===== config.mk =====
export PLATFORM = sky130hd
export DESIGN_NAME = mod_addsub_pipe
export DESIGN_NICKNAME = d
export VERILOG_FILES = /design/src/rtl/mod_addsub_pipe.sv
export SDC_FILE = /design/constraint.sdc
export NUM_CORES = 1
export LEC_CHECK = 0
export ABC_CLOCK_PERIOD_IN_PS = 10150
export BUFFER_PORTS_ARGS = -buffer_cell sky130_fd_sc_hd__buf_4
export CORE_MARGIN = 4
export CORE_UTILIZATION = 45
export CTS_CLUSTER_SIZE = 10
export DETAILED_ROUTE_END_ITERATION = 10
export PLACE_DENSITY_LB_ADDON = 0.15
export SLEW_MARGIN = 20
export SYNTH_ARGS = -nofsm -noshare
export SYNTH_HDL_FRONTEND = slang
export SYNTH_SLANG_ARGS = --single-unit

===== constraint.sdc =====
create_clock -name clk -period 10.15 [get_ports clk]
set_clock_uncertainty 0.15 [all_clocks]
set_input_delay 1.5225 -clock clk [delete_from_list [all_inputs] [get_ports clk]]
set_output_delay 1.5225 -clock clk [all_outputs]
set_load 0.1 [all_outputs]

===== src/rtl/mod_addsub_pipe.sv =====
// Two-stage, multi-lane modular add/sub/negate/double unit with valid/ready flow control.
// Optional per-lane operand range flags are built when MODPIPE_RANGE_CHECK_EN is defined.
module mod_addsub_pipe #(
  parameter int unsigned WIDTH = 16,
  parameter int unsigned LANES = 4
) (
  input  logic                   clk,
  input  logic                   reset,
  input  logic [WIDTH-1:0]       q,
  input  logic [1:0]             op,
  input  logic [LANES*WIDTH-1:0] in0,
  input  logic [LANES*WIDTH-1:0] in1,
  input  logic                   in_valid,
  output logic                   in_ready,
  output logic [LANES*WIDTH-1:0] out,
  output logic [LANES-1:0]       err,
  output logic                   out_valid,
  input  logic                   out_ready
);

  localparam logic [1:0] OpAdd = 2'd0;
  localparam logic [1:0] OpSub = 2'd1;
  localparam logic [1:0] OpNeg = 2'd2;
  localparam logic [1:0] OpDbl = 2'd3;

  logic                        s1_valid, s2_valid;
  logic                        s1_adv, s2_adv;
  logic [LANES-1:0][WIDTH:0]   s1_raw, raw_d;
  logic [WIDTH-1:0]            s1_q;
  logic [1:0]                  s1_op;
  logic [LANES*WIDTH-1:0]      out_d;

  assign s2_adv    = !s2_valid || out_ready;
  assign s1_adv    = !s1_valid || s2_adv;
  assign in_ready  = s1_adv;
  assign out_valid = s2_valid;

  for (genvar k = 0; k < LANES; k++) begin : g_lane
    logic [WIDTH:0]   a, b, raw;
    logic [WIDTH-1:0] fix;

    assign a = {1'b0, in0[k*WIDTH +: WIDTH]};
    assign b = {1'b0, in1[k*WIDTH +: WIDTH]};

    // Raw result in WIDTH+1 bits; bit WIDTH is the borrow for SUB/NEG.
    always_comb begin
      raw = a + b;
      unique case (op)
        OpAdd:   raw = a + b;
        OpSub:   raw = a - b;
        OpNeg:   raw = '0 - a;
        OpDbl:   raw = a + a;
        default: raw = a + b;
      endcase
    end
    assign raw_d[k] = raw;

    // Low WIDTH bits of the corrected sum do not depend on the discarded top bit.
    always_comb begin
      fix = s1_raw[k][WIDTH-1:0];
      if (s1_op == OpAdd || s1_op == OpDbl) begin
        if (s1_raw[k] >= {1'b0, s1_q}) fix = s1_raw[k][WIDTH-1:0] - s1_q;
      end else if (s1_raw[k][WIDTH]) begin
        fix = s1_raw[k][WIDTH-1:0] + s1_q;
      end
    end
    assign out_d[k*WIDTH +: WIDTH] = fix;
  end

  always_ff @(posedge clk or negedge reset) begin
    if (!reset) begin
      s1_valid <= 1'b0;
      s1_raw   <= '0;
      s1_q     <= '0;
      s1_op    <= '0;
      s2_valid <= 1'b0;
      out      <= '0;
    end else begin
      if (s1_adv) begin
        s1_valid <= in_valid;
        if (in_valid) begin
          s1_raw <= raw_d;
          s1_q   <= q;
          s1_op  <= op;
        end
      end
      if (s2_adv) begin
        s2_valid <= s1_valid;
        if (s1_valid) out <= out_d;
      end
    end
  end

`ifdef MODPIPE_RANGE_CHECK_EN
  logic [LANES-1:0] err_d, s1_err;

  for (genvar k = 0; k < LANES; k++) begin : g_err
    assign err_d[k] = (in0[k*WIDTH +: WIDTH] >= q) ||
                      ((op == OpAdd || op == OpSub) && (in1[k*WIDTH +: WIDTH] >= q));
  end

  always_ff @(posedge clk or negedge reset) begin
    if (!reset) begin
      s1_err <= '0;
      err    <= '0;
    end else begin
      if (s1_adv && in_valid) s1_err <= err_d;
      if (s2_adv && s1_valid) err <= s1_err;
    end
  end
`else
  assign err = '0;
`endif

endmodule


==> flow_summary.ini <==
[route]
num_vias = 19700
first_pass_iters = 6
wl_per_cell_um = 21.2
drcViolationCount = 0
ant_nets = 0
drtIter0Drc = 1624
routed_wl_um = 68200
viasPerCell = 6.14

[sta]
whs_ps = 329
tightest_slew_ps = 1000
slew-limit-headroom_pct = 33.0
hold_viol = 0
maxSlewViolCount = 0
max_freq_mhz = 195
setup_viol = 0
layout_min_cycle_time_ps = 5140
setup_tns_ps = 0
period_share_pct = 50.6
rsz0062_at_grt = no

[power_and_ir_drop]
leakage_nw = 9.29
p_per_area_nw_per_um2 = 245
p_total_w = 0.00525
ir_worst_vdd_v = 0.000191

[critical_path]
reg2reg_depth = 10
r2r_slack_ps = 5130
arrival_ps = 5330
critical_path_class = input port to flop
cp-end-kind = flop
r2r-start = s1_q[1]$_DFFE_PN0P_
crit_start = op[0]
worst_setup_path_start_kind = input port
crit_path_max_fanout = 43
critPathRequiredTime_ps = 10340
cp-endpoint = s1_raw[16]$_DFFE_PN0P_
regToRegEndpoint = out[14]$_DFFE_PN0P_

[outcome]
outcome = completed

[logic_synthesis]
synth.avg_cell_area_um2 = 7.39
synth_flop_cell = dfrtp_1
ys_ff_latch = 152
synth_area_um2 = 18900
async_flop_share_pct = 100
synthCells = 2561
yosys_warnings = 0
synth_cell_types = 93
synth_edf_count = 0
ys_seq_area_share_pct = 20.1

[min_path]
hp-class = flop to flop
worst_hold_path.num_cells = 1

[cts]
cts_tree = yes
postCtsResizedCells = 0
htree_levels = 4
clock_sinks = 152
insertion_delay_ps = 450
clockBufferDepth = 2
root_buffer = clkbuf_16
holdBufCountCts = 0
cts-buffers-inserted = 17
cts_setup_buffers = 0
clk_pin_slew_ps = 70

[global_routing]
grt_remaining_overflow = 0
track_usage_pct = 29.2
grt_pass1_wl_um = 105000
antenna_found_initial = 1
grt_pass1_vias = 18200
grt_max_degree = 87

[floorplanning]
start_util_pct = 45.9
core_area_um2 = 41200
num_rows = 74
die_h_um = 213
die-width_um = 213
ios = 220
dieArea_um2 = 45400

[placement]
dp.cells = 3183
dpl.hpwl_um = 53000
place.gp.congestion = 0.949
io_buffer_count = 215
place_area_um2 = 20800

[layout]
area_growth_pct = 13.0
fin_cells = 3214
final_net_count = 3036
stdcell_area_um2 = 21400
drive_above_1_share_pct = 11.3
antenna_cells = 0

[job]
cap_violations = 0
layout make-up:
| class | count | area, µm² |
|---|---|---|
| fill | 4109 | 19800 |
| multi-input combinational | 2161 | 14200 |
| sequential | 152 | 3800 |
| timing repair buffer | 228 | 1720 |
| tap | 532 | 666 |
| clock buffer | 18 | 429 |
| inverter | 110 | 413 |
| clock inverter | 13 | 144 |
state kept, by name, summed over array words and instances (netlist names):
name and cells:
s1_op 2, out_valid 1, s1_valid 1, s1_q 16
out 64, s1_raw 68
Yosys cell counts, drive strengths merged, types with 15 or more instances:
library cell	number	area [µm²]
nand3	66	330
clkbuf	113	424
nor3	78	390
nand2b	40	250
nor4	18	128
nor2b	35	219
mux2i	28	280
or3	52	325
xor2	50	438
buf	28	136
a31oi	41	257
a21oi	245	1230
a21o	44	330
nand2	247	932
o311ai	15	131
nor2	231	882
o22ai	80	500
o21a	24	180
dfrtp	152	3800
ha	204	2550
o31ai	36	270
inv	109	409
o21bai	23	173
o21ai	223	1120
a211oi	31	233
o211ai	37	278
xnor2	85	744
stage by stage:
stage                     utilization [%]  setup slack, ps
after CTS                            51.9             5090
after global routing                 51.9             4700
after floorplan                         -             5180
after global placement               50.5             4700
after detailed placement             50.5             4610
final                                51.9             5010
cell usage in the layout, fill, tap and decap left out, types with 49 or more instances in the layout:
| cell type | netlist | final |
|---|---|---|
| xor2_1 | 50 | 49 |
| nand2_1 | 245 | 242 |
| a21oi_1 | 243 | 243 |
| dfrtp_1 | 152 | 152 |
| buf_4 | 4 | 227 |
| o21ai_0 | 149 | 149 |
| o21ai_1 | 73 | 72 |
| nand3_1 | 66 | 66 |
| inv_1 | 105 | 105 |
| xnor2_1 | 85 | 84 |
| o22ai_1 | 80 | 80 |
| nor3_1 | 78 | 78 |
| or3_1 | 52 | 52 |
| nor2_1 | 227 | 226 |
| ha_1 | 204 | 204 |
worst min path at each step:
stage                     slack [ps]                 start                    end
after floorplan                  320  s1_valid$_DFFE_PN0N_  out_valid$_DFFE_PN0P_
after global placement           310   out[19]$_DFFE_PN0P_    out[19]$_DFFE_PN0P_
after detailed placement         320   out[19]$_DFFE_PN0P_    out[19]$_DFFE_PN0P_
after CTS                        340   out[19]$_DFFE_PN0P_    out[19]$_DFFE_PN0P_
after global routing             350   out[19]$_DFFE_PN0P_    out[19]$_DFFE_PN0P_
final                            330   out[19]$_DFFE_PN0P_    out[19]$_DFFE_PN0P_
layer usage:
layer | share of wire (%) | GRT usage (%) | vias to the layer above
li1 | - | - | 9639
met5 | 0.015 | 0 | -
met1 | 48 | 45.3 | 9201
met4 | 2.2 | 7.33 | 2
met2 | 41 | 41.4 | 820
met3 | 8.8 | 5.42 | 76
critical path, stage by stage:
cell      delay (ps)
buf_4            340
nand2_2          490
buf_4            430
o21ai_0          190
ha_1             210
inv_1             60
fa_1             370
nor2b_1          160
o21a_1           150
o21ai_1          100
a21oi_1          210
a211oi_1         140
o21ai_1          320
nand4_1          160
mux2i_1          140
o41ai_1          330
power breakdown:
group | internal, W | switching (W) | total, W | leakage [nW]
sequential | 0.000803 | 0.000255 | 0.00106 | 1.82
combinational | 0.00110 | 0.00244 | 0.00355 | 7.19
clock | 0.000364 | 0.000285 | 0.000648 | 0.282
kinds of logic after synthesis:
logic type | synth area share (%)
AO/OA/AOI/OAI | 30.7
XOR/XNOR | 6.25
adder cells (fa/ha/maj) | 14.8
buffers and inverters | 5.14
flip-flops | 20.1
multiplexers | 1.66
other | 0.0198
AND/OR/NAND/NOR | 21.4
(Power assumes the default switching activity.)
